### src/rtl/fetch_stage_pkg.sv
// rtl/fetch_stage_pkg.sv - shared widths, NOP encoding and queue entry type for the fetch stage
package fetch_stage_pkg;

  localparam int PC_W    = 8;
  localparam int INSTR_W = 32;
  localparam logic [INSTR_W-1:0] NOP = 32'h00000013;

  typedef struct packed {
    logic [INSTR_W-1:0] instr;
    logic [PC_W-1:0]    pc;
  } fq_entry_t;

  // PC arithmetic wraps at 2^PC_W (0xFC + 4 = 0x00).
  function automatic logic [PC_W-1:0] pc_plus4(input logic [PC_W-1:0] pc);
    return pc + PC_W'(4);
  endfunction

endpackage

### src/rtl/fetch_stage_if.sv
// rtl/fetch_stage_if.sv - instruction memory request/response bus
// master (fetch): drives imem_req/imem_addr, receives imem_ack/imem_rdata.
// slave (memory): the reverse; responses return in request order.
interface fetch_stage_if;
  import fetch_stage_pkg::*;

  logic               imem_req;
  logic [PC_W-1:0]    imem_addr;
  logic               imem_ack;
  logic [INSTR_W-1:0] imem_rdata;

  modport master (output imem_req, output imem_addr, input imem_ack, input imem_rdata);
  modport slave  (input imem_req, input imem_addr, output imem_ack, output imem_rdata);

endinterface

### src/rtl/fetch_stage_fifo.sv
// rtl/fetch_stage_fifo.sv - small synchronous FIFO (fetch_fifo) with clear, count and head
// Ports: clk, rst_n (async, active-low), clr_i (sync clear), push_i/din_i,
//        pop_i, count_o (entries held), head_o (oldest entry, undefined when empty).
module fetch_fifo #(
  parameter int WIDTH = 8,
  parameter int DEPTH = 2,
  localparam int CW   = $clog2(DEPTH + 1),
  localparam int PW   = (DEPTH > 1) ? $clog2(DEPTH) : 1
) (
  input  logic             clk,
  input  logic             rst_n,
  input  logic             clr_i,
  input  logic             push_i,
  input  logic [WIDTH-1:0] din_i,
  input  logic             pop_i,
  output logic [CW-1:0]    count_o,
  output logic [WIDTH-1:0] head_o
);

  logic [WIDTH-1:0] mem_q [DEPTH];
  logic [PW-1:0]    rd_q, rd_d;
  logic [PW-1:0]    wr_q, wr_d;
  logic [CW-1:0]    cnt_q, cnt_d;
  logic             do_push, do_pop;

  function automatic logic [PW-1:0] ptr_inc(input logic [PW-1:0] p);
    return (p == PW'(DEPTH - 1)) ? '0 : p + PW'(1);
  endfunction

  // A push into a full FIFO is only honoured when the head leaves the same cycle.
  assign do_pop  = pop_i & (cnt_q != '0);
  assign do_push = push_i & ((cnt_q != CW'(DEPTH)) | do_pop);

  always_comb begin
    rd_d  = do_pop  ? ptr_inc(rd_q) : rd_q;
    wr_d  = do_push ? ptr_inc(wr_q) : wr_q;
    cnt_d = cnt_q + CW'(do_push) - CW'(do_pop);
  end

  always_ff @(posedge clk or negedge rst_n) begin
    if (!rst_n) begin
      rd_q  <= '0;
      wr_q  <= '0;
      cnt_q <= '0;
    end else if (clr_i) begin
      rd_q  <= '0;
      wr_q  <= '0;
      cnt_q <= '0;
    end else begin
      rd_q  <= rd_d;
      wr_q  <= wr_d;
      cnt_q <= cnt_d;
    end
  end

  always_ff @(posedge clk) begin
    if (do_push && !clr_i) mem_q[wr_q] <= din_i;
  end

  assign count_o = cnt_q;
  assign head_o  = mem_q[rd_q];

endmodule

### src/rtl/fetch_stage.sv
// rtl/fetch_stage.sv - instruction fetch stage with pipelined imem requests and a small instruction queue
// Ports: clk, rst_n (async, active-low); stallF holds the head entry;
//        pcSrcE/pcTargetE redirect fetch; imem (master) is the memory bus;
//        instrF/pcF/pcPlus4F/validF present the queue head (NOP/0/0/0 when empty).
module fetch_stage
  import fetch_stage_pkg::*;
#(
  parameter int DEPTH = 2
) (
  input  logic                clk,
  input  logic                rst_n,
  input  logic                stallF,
  input  logic                pcSrcE,
  input  logic [PC_W-1:0]     pcTargetE,
  fetch_stage_if.master       imem,
  output logic [INSTR_W-1:0]  instrF,
  output logic [PC_W-1:0]     pcF,
  output logic [PC_W-1:0]     pcPlus4F,
  output logic                validF
);

  localparam int CW = $clog2(DEPTH + 1);

  logic [PC_W-1:0] fpc_q, fpc_d;
  logic [CW-1:0]   inflight_q, inflight_d;
  logic [CW-1:0]   drop_q, drop_d;

  logic [CW-1:0]   q_count, a_count;
  logic [PC_W-1:0] a_head;
  fq_entry_t       q_head, q_din;
  logic            pop, issue, ack_v, resp_keep;
  logic [CW:0]     credit_used;

  assign pop = validF & ~stallF & ~pcSrcE;

  // Credits cover both requests still in flight (dropped or not) and queued
  // entries, so a returning response always finds room in the queue.
  assign credit_used = {1'b0, inflight_q} + {1'b0, q_count} - (CW+1)'(pop);
  assign issue       = rst_n & ~pcSrcE & (credit_used < (CW+1)'(DEPTH));

  // An ack with nothing outstanding is a protocol error and is ignored.
  assign ack_v     = imem.imem_ack & (inflight_q != '0);
  assign resp_keep = ack_v & ~pcSrcE & (drop_q == '0);

  always_comb begin
    fpc_d      = fpc_q;
    inflight_d = inflight_q;
    drop_d     = drop_q;
    if (pcSrcE) begin
      // Everything still outstanding belongs to the wrong path.
      fpc_d      = pcTargetE;
      inflight_d = inflight_q - CW'(ack_v);
      drop_d     = inflight_q - CW'(ack_v);
    end else begin
      if (issue) fpc_d = pc_plus4(fpc_q);
      inflight_d = inflight_q + CW'(issue) - CW'(ack_v);
      if (ack_v && drop_q != '0) drop_d = drop_q - CW'(1);
    end
  end

  always_ff @(posedge clk or negedge rst_n) begin
    if (!rst_n) begin
      fpc_q      <= '0;
      inflight_q <= '0;
      drop_q     <= '0;
    end else begin
      fpc_q      <= fpc_d;
      inflight_q <= inflight_d;
      drop_q     <= drop_d;
    end
  end

  // PCs of non-dropped requests, consumed in response order.
  fetch_fifo #(.WIDTH(PC_W), .DEPTH(DEPTH)) u_addr_fifo (
    .clk     (clk),
    .rst_n   (rst_n),
    .clr_i   (pcSrcE),
    .push_i  (issue),
    .din_i   (fpc_q),
    .pop_i   (resp_keep),
    .count_o (a_count),
    .head_o  (a_head)
  );

  assign q_din = '{instr: imem.imem_rdata, pc: a_head};

  fetch_fifo #(.WIDTH(INSTR_W + PC_W), .DEPTH(DEPTH)) u_instr_q (
    .clk     (clk),
    .rst_n   (rst_n),
    .clr_i   (pcSrcE),
    .push_i  (resp_keep),
    .din_i   (q_din),
    .pop_i   (pop),
    .count_o (q_count),
    .head_o  (q_head)
  );

  assign imem.imem_req  = issue;
  assign imem.imem_addr = fpc_q;

  assign validF   = (q_count != '0);
  assign instrF   = validF ? q_head.instr : NOP;
  assign pcF      = validF ? q_head.pc : '0;
  assign pcPlus4F = validF ? pc_plus4(q_head.pc) : '0;

  logic unused_ok;
  assign unused_ok = ^a_count;

endmodule

### src/flat_wrapper.sv
// flat-port wrapper written by rule: the top's interface ports become plain ports
module fetch_stage_flat import fetch_stage_pkg::*;
#(
  parameter int DEPTH = 2
)
  (clk, rst_n, stallF, pcSrcE, pcTargetE, instrF, pcF, pcPlus4F, validF, imem_imem_req, imem_imem_addr, imem_imem_ack, imem_imem_rdata);
  fetch_stage_if imem_i ();
  input  logic clk;
  input  logic rst_n;
  input  logic stallF;
  input  logic pcSrcE;
  input  logic [PC_W-1:0] pcTargetE;
  output logic [INSTR_W-1:0] instrF;
  output logic [PC_W-1:0] pcF;
  output logic [PC_W-1:0] pcPlus4F;
  output logic validF;
  output wire logic [$bits(imem_i.imem_req)-1:0] imem_imem_req;
  output wire logic [$bits(imem_i.imem_addr)-1:0] imem_imem_addr;
  input wire logic [$bits(imem_i.imem_ack)-1:0] imem_imem_ack;
  input wire logic [$bits(imem_i.imem_rdata)-1:0] imem_imem_rdata;
  assign imem_imem_req = imem_i.imem_req;
  assign imem_imem_addr = imem_i.imem_addr;
  assign imem_i.imem_ack = imem_imem_ack;
  assign imem_i.imem_rdata = imem_imem_rdata;
  fetch_stage #(.DEPTH(DEPTH)) u_core (.clk(clk), .rst_n(rst_n), .stallF(stallF), .pcSrcE(pcSrcE), .pcTargetE(pcTargetE), .imem(imem_i), .instrF(instrF), .pcF(pcF), .pcPlus4F(pcPlus4F), .validF(validF));
endmodule
### config.mk
export PLATFORM = sky130hd
export DESIGN_NAME = fetch_stage_flat
export DESIGN_NICKNAME = d
export VERILOG_FILES = /design/src/rtl/fetch_stage_pkg.sv /design/src/rtl/fetch_stage_if.sv /design/src/rtl/fetch_stage_fifo.sv /design/src/rtl/fetch_stage.sv /design/src/flat_wrapper.sv
export SDC_FILE = /design/constraint.sdc
export NUM_CORES = 1
export LEC_CHECK = 0
export BUFFER_PORTS_ARGS = -buffer_cell sky130_fd_sc_hd__buf_2
export CAP_MARGIN = 40
export CORE_UTILIZATION = 35
export DETAILED_ROUTE_END_ITERATION = 8
export SLEW_MARGIN = 20
export SYNTH_ARGS = -nofsm -noshare
export SYNTH_HDL_FRONTEND = slang
export SYNTH_HIERARCHICAL = 1
export SYNTH_SLANG_ARGS = --single-unit
### constraint.sdc
create_clock -name clk -period 4.85 [get_ports clk]
set_clock_uncertainty 0.15 [all_clocks]
set_input_delay 0.97 -clock clk [delete_from_list [all_inputs] [get_ports clk]]
set_output_delay 0.97 -clock clk [all_outputs]
set_load 0.02 [all_outputs]
# Word level (Yosys, flattened, before mapping)
# Memories as Yosys holds them, arrays and structs flattened.
# Cells that the tools add are included.
# word_totals
ff_bits	20
mem_bits_rw	96
out_inout_bits	58
memories	2
# memory_table
memory	words	word_bits	rd	rd_clocked_by_memory_dff	write_ports	line	source
u_core.u_instr_q.mem_q	2	40	1	0	1	fetch_stage_fifo.sv:20	logic [WIDTH-1:0] mem_q [DEPTH];
u_core.u_addr_fifo.mem_q	2	8	1	0	1	fetch_stage_fifo.sv:20	
# classes
n_addsub	16
order_cmp	1
eq_ne	2
muxes	26
bitwise_logic	15
reduce_logical	15
# ops
op	n
two-way mux 32 bit	1
two-way mux 8 bit	4
nonzero test 2 bit	10
adder 8 x 3 -> 8 bit, second input constant	2
two-way mux 1 bit	16
bitwise AND 1 bit	11
two-way mux 2 bit	5
subtractor 2 x 1 -> 2 bit	4
adder 2 x 1 -> 2 bit	3
adder 1 bit, second input constant	4
!= test 2 bit, second input constant	2
adder 2 x 2 -> 3 bit	1
logical AND 1 bit	3
less-than comparator 3 x 2 -> 1 bit, second input constant	1
subtractor 3 x 1 -> 3 bit	1
logical NOT 2 bit	1
NOT 1 bit	2
OR 1 bit	2
subtractor 2 x 1 -> 2 bit, second input constant	1
logical NOT 1 bit	1

# Longest topological paths before layout
# Gate-level depths: netlist (run 1).
# logic_depth
ltp_word	10
ltp_mapped	17

# Modules after synthesis
# Netlist (run 1), hierarchy kept.
# modules_own_cells
module	instances	cells_each	area_per_inst_um2	seq_area_each_um2
fetch_fifo (u_core.u_instr_q)	1	146	3116.7	2502.4
fetch_stage	1	138	1158.6	300.3
fetch_fifo (u_core.u_addr_fifo)	1	46	815.8	580.6

# Worst setup path after synthesis (run 1)
# No wires, ideal clock.
# synth_timing
kind	input-to-reg
startpoint	in imem_imem_ack
endpoint	mem u_core/u_instr_q/mem_q[1][0] (netlist name) (enable)
setup_ps	495
arrival_ps	4882
path_slack_ps	-677
stages	4
cell_sequence	o21ai_0 nor3b_1 o31ai_4 nor3b_1
# synth_via
elab_chain_cells	7
# synth_lines
element	line	source
start, declared	flat_wrapper.sv:19	input wire logic [$bits(imem_i.imem_ack)-1:0] imem_imem_ack;
bitwise AND 1 bit	fetch_stage.sv:42	assign ack_v = imem.imem_ack & (inflight_q != '0);
bitwise AND 1 bit (2 in a row)	fetch_stage.sv:43	assign resp_keep = ack_v & ~pcSrcE & (drop_q == '0);
named net u_core.resp_keep	fetch_stage.sv:31	logic pop, issue, ack_v, resp_keep;
bitwise AND 1 bit	fetch_stage_fifo.sv:32	assign do_push = push_i & ((cnt_q != CW'(DEPTH)) | do_pop);
logical AND 1 bit	fetch_stage_fifo.sv:57	if (do_push && !clr_i) mem_q[wr_q] <= din_i;
two-way mux 1 bit	fetch_stage_fifo.sv:57	
two-way mux 1 bit (implied by the code)	fetch_stage_fifo.sv:57	
end, declared	fetch_stage_fifo.sv:20	
# The timed path passes the listed nets, and every way through them passes these cells.

# Final worst setup path (run 1)
# layout_timing
startpoint	in pcSrcE
endpoint	out imem_imem_req
# layout_via
elab_chain_cells	5
elab_cells_between_ends	6
classes_between	add/sub (1); order compare (1); bitwise (4)
# layout_lines
element	line	source
start, declared	flat_wrapper.sv:11	input logic pcSrcE;
NOT 1 bit	fetch_stage.sv:34	assign pop = validF & ~stallF & ~pcSrcE;
bitwise AND 1 bit	fetch_stage.sv:34	
named net u_core.pop	fetch_stage.sv:31	
subtractor 3 x 1 -> 3 bit	fetch_stage.sv:38	assign credit_used = {1'b0, inflight_q} + {1'b0, q_count} - (CW+1)'(pop);
less-than comparator 3 x 2 -> 1 bit	fetch_stage.sv:39	assign issue = rst_n & ~pcSrcE & (credit_used < (CW+1)'(DEPTH));
bitwise AND 1 bit	fetch_stage.sv:39	
end, declared	flat_wrapper.sv:17	output wire logic [$bits(imem_i.imem_req)-1:0] imem_imem_req;
# The timed path passes the listed nets, and every way through them passes these cells.

==> metrics.log, run 1 <==
INFO  metric outcome = complete, no violations
INFO  metric track_usage = 0.135
INFO  metric p_leak = 2.53 nW
INFO  metric critical_path_class = in2out
INFO  metric postSynthRegisterBits = 116
INFO  metric postSynthAreaPerCell = 15.4 sq um
INFO  metric detailedRoute.firstPassIterationCount = 4
INFO  metric synth-async-reset-ratio = 0.172
INFO  metric final_layout_worst_hold_slack = 0.372 ns
INFO  metric setup.worst_path.start_class = input pin
INFO  metric clk_pin_slew = 0.06 ns
INFO  metric fin_crit_sh = 0.872
INFO  metric layout.area.seq = 0.00338 sq mm
INFO  metric required_time_reported_for_the_critical_path_endpoint = 3.73 ns
INFO  metric drtAntennaViolNets = 0
INFO  metric worst_path_max_delay_cell = sky130_fd_sc_hd__or3_1
INFO  metric setup_viol = 0
INFO  metric route.vias.total = 2984
INFO  metric gr-usage-met2 = 0.213
INFO  metric syn_nets = 387
INFO  metric final_net_count = 502
INFO  metric nFillCells = 1258
INFO  metric max_freq = 0.237 GHz
INFO  metric drive_gt1_frac = 0.444
INFO  metric fraction_of_power_consumed_by_the_clock_network = 0.422
INFO  metric gr_util_met3 = 0.0446
INFO  metric placeableCoreArea = 0.0140 sq mm
INFO  metric die_span_y = 123 um
INFO  metric global_route.usage.met1 = 0.163
INFO  metric critPathCaptureType = output pin
INFO  metric ioPinCount = 103
INFO  metric ys_top_cells_by_area = sky130_fd_sc_hd__edfxtp_1 57%, sky130_fd_sc_hd__mux2_2 11%, sky130_fd_sc_hd__dfrtp_1 9.8%
INFO  metric power.net_switching = 0.721 mW
INFO  metric vdd_drop_max = 185 uV
INFO  metric slew_headroom = 0.486
INFO  metric post_synth_instance_area = 0.00509 sq mm
INFO  metric root_buffer = sky130_fd_sc_hd__clkbuf_16
INFO  metric netlist.top_cell.by_area = sky130_fd_sc_hd__edfxtp_1
INFO  metric setup_tns = 0 ns
INFO  metric synth_commonest_cells = 96 x sky130_fd_sc_hd__edfxtp_1, 48 x sky130_fd_sc_hd__mux2_2, 43 x sky130_fd_sc_hd__nor2b_1
INFO  metric grt_overflow_total = 0
INFO  metric internal_power_summed_over_all_cells = 2.13 mW
INFO  metric power_per_cell_area = 445 mW/mm^2
INFO  metric synth_enable_flop_cells = 96
INFO  metric clk_latency = 0.41 ns
INFO  metric die_width = 123 um
INFO  metric pin_count_of_the_biggest_net_entering_global_routing = 48
INFO  metric pwr-share-comb = 0.156
INFO  metric ys_types = 38
INFO  metric design.die.area = 0.0150 sq mm
INFO  metric cts_inserted_buffers = 17
INFO  metric timing.critical_path.slowest_cell_delay = 0.52 ns
INFO  metric ys_dominant_reg_cell = sky130_fd_sc_hd__edfxtp_1
INFO  metric ctsHtreeMaxLevel = 4
INFO  metric flow.area_growth_from_synthesis = 25.8%
INFO  metric gp_congestion = 0.705
INFO  metric cp_data_arrival_time = 3.11 ns
INFO  metric rows = 43
INFO  metric port-buffer-count = 102
INFO  metric tightest_slew = 0.769 ns
INFO  metric maxSlewViolCount = 0
INFO  metric type_of_the_tightest_min_delay_check = in2async
INFO  metric cts-resized-gates = 0
INFO  metric insertedDiodeCount = 0
INFO  metric netlist_instances = 330
INFO  metric first_global_vias = 3014
INFO  metric footprint_of_the_multi_input_gates = 0.00157 sq mm
INFO  metric route.final.wire_length = 9500 um
INFO  metric hpwl_reported_at_the_end_of_detailed_placement = 6210 um
INFO  metric dr.first_iter.drc_count = 126
INFO  metric wire_per_inst = 14.9 um
INFO  metric number_of_antenna_violations_at_the_first_check_in_global_routing = 0
INFO  metric grt_setup_unrepaired = false
INFO  metric cp_common_cell = sky130_fd_sc_hd__buf_2
INFO  metric crit_buf_inv = 4
INFO  metric seq_power_share = 0.422
INFO  metric floorplan.initialDensity = 0.363
INFO  metric max-cap-violations = 0
INFO  metric yosysMostFrequentCell = sky130_fd_sc_hd__edfxtp_1
INFO  metric crit_path_max_fanout = 6
INFO  metric number_of_buffers_inserted_by_hold_repair_at_cts = 0
INFO  metric drc_errors = 0
INFO  metric yosysTopAreaCellShare = 0.566
INFO  metric hold_viol_final = 0
INFO  metric yosys_warnings = 6
INFO  metric grt_first_pass_wirelength = 14700 um
INFO  metric synth-seq-area-share = 0.665
INFO  metric clockBufferDepth = 2
INFO  metric post-cts-setup-buffer-count = 0
INFO  metric switching_share = 0.253
INFO  metric min_period = 4.23 ns
INFO  metric gr-max-usage-layer = met2
INFO  metric crit_family = simple AND/OR/NAND/NOR gates
INFO  metric crit_chain = buf_2 -> nor3_1 -> buf_4 -> ha_1 -> nand2b_1 -> fa_1 -> xnor2_1 -> or3_1 -> clkinv_8 -> buf_2
INFO  metric utilization = 0.456
INFO  metric cts_sinks = 116
INFO  metric tritoncts = built
INFO  metric detailed_route_vias_per_instance = 4.68
## worst reg2reg max path, cell delays in order, from the launching register on
cell                       delay (ns)
sky130_fd_sc_hd__dfrtp_1         0.49
sky130_fd_sc_hd__nor2_4          0.07
sky130_fd_sc_hd__nor3_1          0.13
sky130_fd_sc_hd__buf_4           0.16
sky130_fd_sc_hd__ha_1            0.22
sky130_fd_sc_hd__nand2b_1        0.15
sky130_fd_sc_hd__fa_1            0.38
sky130_fd_sc_hd__xnor2_1         0.14
sky130_fd_sc_hd__or3_1           0.52
sky130_fd_sc_hd__clkinv_8        0.12
sky130_fd_sc_hd__o31ai_4         0.09
sky130_fd_sc_hd__ha_1            0.30
sky130_fd_sc_hd__inv_1           0.04
sky130_fd_sc_hd__ha_1            0.17
sky130_fd_sc_hd__xnor2_1         0.15
sky130_fd_sc_hd__nor2_1          0.05
## layout by cell type, fill, tap and decap left out, types with 2 or more instances in the layout
| cell | instances |
|---|---|
| sky130_fd_sc_hd__buf_2 | 102 |
| sky130_fd_sc_hd__edfxtp_1 | 96 |
| sky130_fd_sc_hd__mux2_2 | 48 |
| sky130_fd_sc_hd__nor2b_1 | 43 |
| sky130_fd_sc_hd__dfrtp_1 | 19 |
| sky130_fd_sc_hd__clkbuf_16 | 17 |
| sky130_fd_sc_hd__nor2_1 | 15 |
| sky130_fd_sc_hd__inv_1 | 12 |
| sky130_fd_sc_hd__ha_1 | 11 |
| sky130_fd_sc_hd__xnor2_1 | 10 |
| sky130_fd_sc_hd__buf_4 | 10 |
| sky130_fd_sc_hd__clkinv_2 | 5 |
| sky130_fd_sc_hd__nand2_1 | 5 |
| sky130_fd_sc_hd__a221o_1 | 5 |
| sky130_fd_sc_hd__nor3_1 | 5 |
| sky130_fd_sc_hd__nand3_1 | 4 |
| sky130_fd_sc_hd__xor2_1 | 4 |
| sky130_fd_sc_hd__bufinv_16 | 3 |
| sky130_fd_sc_hd__o21ai_0 | 3 |
| sky130_fd_sc_hd__or2_2 | 3 |
| sky130_fd_sc_hd__nor3b_1 | 3 |
| sky130_fd_sc_hd__mux2_1 | 3 |
| sky130_fd_sc_hd__clkbuf_1 | 2 |
| sky130_fd_sc_hd__clkinv_1 | 2 |
| sky130_fd_sc_hd__mux2i_1 | 2 |
| sky130_fd_sc_hd__a41oi_1 | 2 |
| sky130_fd_sc_hd__inv_2 | 2 |
| sky130_fd_sc_hd__o31ai_4 | 2 |
| sky130_fd_sc_hd__mux2_4 | 2 |
## flip-flops by register name, indices dropped and copies added (netlist names), 2 cells and up
signal,cells
u_core/u_instr_q/mem_q,80
u_core/imem.imem_addr,8
u_core/u_instr_q/count_o,2
u_core/u_addr_fifo/mem_q,16
u_core/drop_q,2
u_core/inflight_q,2
u_core/u_addr_fifo/count_o,2
## metal layers
metal	up-vias	wire length, um
li1	1426	-
met1	1462	4380
met2	83	4430
met3	13	502
met4	0	189
met5	-	0
## cell families after synthesis
logic type / count (synthesis) / synth area share
adders and majority gates: 12 / 0.0310
buffers and inverters: 31 / 0.0337
AOI/OAI and AO/OA: 17 / 0.0310
muxes: 55 / 0.123
DFF: 116 / 0.665
and+or+nand+nor: 85 / 0.0931
xor gates and xnor gates: 14 / 0.0241
## worst paths after layout
path / startpoint / endpoint / slack, ns / cells after the start
min in group clk: u_core/u_addr_fifo/mem_q[0][1] / u_core/u_instr_q/mem_q[0][1] / 0.42 / 1
max reg2reg: u_core/u_instr_q/count_o[0] / u_core/u_addr_fifo/count_o[1] / 1.37 / 15
max: pcSrcE / imem_imem_req / 0.62 / 10
min reg2reg: u_core/u_addr_fifo/mem_q[0][1] / u_core/u_instr_q/mem_q[0][1] / 0.42 / 1
max in group asynchronous: rst_n / u_core/u_instr_q/rd_q / 3.80 / 1
min: rst_n / u_core/inflight_q[0] / 0.37 / 1
## cell type report
type,count,area share
repair buffers,112,0.0915
flip-flops and latches,116,0.529
clock buffers,19,0.0676
clock inverters,12,0.0217
inverters,15,0.0107
multi-input cells,183,0.245
well taps,180,0.0352
## power by group through the flow
stage,Clock [mW],Sequential (mW),Combinational [mW]
6_report,1.20,1.20,0.444
5_1_grt,1.28,1.21,0.494
2_1_floorplan,0,1.22,0.309
4_1_cts,1.23,1.20,0.452
3_5_place_dp,0,1.22,0.451
3_3_place_gp,0,1.22,0.438
## stage by stage
step | cell area, sq um | total power, mW | std cells | setup WS, ns
after global placement | 5830 | 1.65 | 606 | 0.619
after detailed placement | 5830 | 1.67 | 606 | 0.617
after floorplan | 5100 | 1.53 | 330 | 0.467
after CTS | 6400 | 2.88 | 637 | 0.615
final | 6400 | 2.85 | 637 | 0.622
after global routing | 6400 | 2.98 | 637 | 0.496
Note: power is estimated with default switching activity, not from simulation.
==> inputs of run 2 (changes only) <==
CORE_UTILIZATION = 49   (was 35)
PLACE_DENSITY_LB_ADDON = 0.25   (was default)
==> run 2 against run 1 <==
Compared with the run above: clock-buffer cell count is 1 higher; cell count is 7.5% lower; die area fell by 28%; sequential cell count stayed put; total power down 0.39%; non-clock buffer count down 2; fmax is 0.38% lower.
==> metrics.log, run 2 (synthesis results as in run 1) <==
INFO  metric outcome = complete, no violations
INFO  metric fraction_of_power_consumed_by_the_clock_network = 0.421
INFO  metric final_net_count = 500
INFO  metric cts_inserted_buffers = 17
INFO  metric cp_data_arrival_time = 3.12 ns
INFO  metric ioPinCount = 103
INFO  metric drc_errors = 0
INFO  metric track_usage = 0.187
INFO  metric vdd_drop_max = 251 uV
INFO  metric switching_share = 0.259
INFO  metric hold_viol_final = 0
INFO  metric flow.area_growth_from_synthesis = 24.6%
INFO  metric grt_overflow_total = 0
INFO  metric max-cap-violations = 0
INFO  metric drtAntennaViolNets = 0
INFO  metric clk_latency = 0.51 ns
INFO  metric die_span_y = 104 um
INFO  metric mostFrequentLayoutCells = 102 x sky130_fd_sc_hd__buf_2, 96 x sky130_fd_sc_hd__edfxtp_1, 48 x sky130_fd_sc_hd__mux2_2
INFO  metric clockBufferDepth = 2
INFO  metric grt_first_pass_wirelength = 15300 um
INFO  metric registers.top_by_ff_count = u_core/u_instr_q/mem_q
INFO  metric rows = 36
INFO  metric number_of_buffers_inserted_by_hold_repair_at_cts = 0
INFO  metric drive_gt1_frac = 0.450
INFO  metric gp_congestion = 0.767
INFO  metric stdcell_area = 0.00634 sq mm
INFO  metric ctsHtreeMaxLevel = 4
INFO  metric pwr-share-comb = 0.156
INFO  metric timing.critical_path.slowest_cell_delay = 0.52 ns
INFO  metric hpwl_reported_at_the_end_of_detailed_placement = 5960 um
INFO  metric largest_register_ffs = 80
INFO  metric detailedRoute.firstPassIterationCount = 4
INFO  metric seq_power_share = 0.423
INFO  metric maxSlewViolCount = 0
INFO  metric final_common_cell = sky130_fd_sc_hd__buf_2
INFO  metric critPathCaptureType = output pin
INFO  metric cp_common_cell = sky130_fd_sc_hd__buf_2
INFO  metric crit_family = simple AND/OR/NAND/NOR gates
INFO  metric power.net_switching = 0.734 mW
INFO  metric p_leak = 2.52 nW
INFO  metric insertedDiodeCount = 0
INFO  metric cts-resized-gates = 0
INFO  metric placeableCoreArea = 0.00991 sq mm
INFO  metric worst-r2r-setup-slack = 1.30 ns
INFO  metric setup.worst_path.start_class = input pin
INFO  metric wire_per_inst = 16.0 um
INFO  metric max_freq = 0.236 GHz
INFO  metric port-buffer-count = 102
INFO  metric min_period = 4.24 ns
INFO  metric pin_count_of_the_biggest_net_entering_global_routing = 48
INFO  metric first_global_vias = 3091
INFO  metric dr.first_iter.drc_count = 107
INFO  metric worst_path_max_delay_cell = sky130_fd_sc_hd__or3_1
INFO  metric detailed_place.area = 0.00576 sq mm
INFO  metric number_of_antenna_violations_at_the_first_check_in_global_routing = 0
INFO  metric critical_path_class = in2out
INFO  metric design.die.area = 0.0108 sq mm
INFO  metric setup_tns = 0 ns
INFO  metric route.vias.total = 2995
INFO  metric type_of_the_tightest_min_delay_check = in2async
INFO  metric crit_chain = buf_2 -> nor3_1 -> buf_4 -> ha_1 -> nand2b_1 -> fa_1 -> xnor2_1 -> or3_1 -> clkinv_8 -> buf_2
INFO  metric required_time_reported_for_the_critical_path_endpoint = 3.73 ns
INFO  metric post-cts-setup-buffer-count = 0
INFO  metric cts_sinks = 116
INFO  metric crit_path_max_fanout = 6
INFO  metric power_per_cell_area = 447 mW/mm^2
INFO  metric tritoncts = built
INFO  metric crit_buf_inv = 4
INFO  metric internal_power_summed_over_all_cells = 2.10 mW
INFO  metric setup_viol = 0
INFO  metric grt_setup_unrepaired = false
INFO  metric die_width = 104 um
INFO  metric root_buffer = sky130_fd_sc_hd__clkbuf_8
INFO  metric fin_crit_sh = 0.875
INFO  metric tightest_slew = 0.795 ns
INFO  metric slew_headroom = 0.469
INFO  metric route.final.wire_length = 9420 um
INFO  metric clk_pin_slew = 0.06 ns
INFO  metric floorplan.initialDensity = 0.514
INFO  metric detailed_route_vias_per_instance = 5.08
[run 2: cell types whose count changed in the layout (fill, tap and decap cells not counted), sizes merged]
cell,before,now
clkinv,9,8
clkinvlp,1,3
clkbuf,19,20
bufinv,3,2
buf,112,110
[run 2: metal layers]
metal	wire, um	vias up	track usage	part of all wire
li1	-	1424	-	-
met1	4050	1470	0.225	0.43
met2	4790	89	0.312	0.51
met3	437	12	0.0533	0.046
met4	138	0	0.0867	0.015
met5	0	-	0	0
[run 2: final cells by class]
| cell class | instances | area (sq um) |
|---|---|---|
| fillers | 749 | 3570 |
| repair buffers | 110 | 571 |
| clock buffers | 20 | 457 |
| multi-input cells | 183 | 1570 |
| flip-flops and latches | 116 | 3380 |
| well taps | 133 | 166 |
| inverters | 15 | 68.8 |
| clock inverters | 12 | 129 |
[run 2: worst paths after layout]
kind	startpoint	endpoint	cells after the start
max	pcSrcE	imem_imem_req	10
min	rst_n	u_core/imem.imem_addr[3]	1
min reg2reg	u_core/imem.imem_addr[1]	u_core/u_addr_fifo/mem_q[0][1]	0
max in group asynchronous	rst_n	u_core/u_instr_q/rd_q	1
min in group clk	u_core/imem.imem_addr[1]	u_core/u_addr_fifo/mem_q[0][1]	0
max reg2reg	u_core/u_instr_q/count_o[0]	u_core/u_addr_fifo/count_o[0]	14
[run 2: power by group through the flow]
stage | logic (mW) | registers (mW) | clock network [mW]
2_1_floorplan | 0.309 | 1.22 | 0
3_3_place_gp | 0.431 | 1.22 | 0
3_5_place_dp | 0.448 | 1.22 | 0
4_1_cts | 0.451 | 1.20 | 1.21
5_1_grt | 0.492 | 1.21 | 1.26
6_report | 0.444 | 1.20 | 1.19
[run 2: stage by stage]
stage	hold WS [ns]	power, mW	cells	util	worst slack, ns
2_1_floorplan	0.387	1.53	330	-	0.467
3_3_place_gp	0.340	1.65	557	0.581	0.642
3_5_place_dp	0.329	1.67	557	0.581	0.584
4_1_cts	0.259	2.86	589	0.640	0.583
5_1_grt	0.277	2.96	589	0.640	0.489
6_report	0.259	2.84	589	0.640	0.606
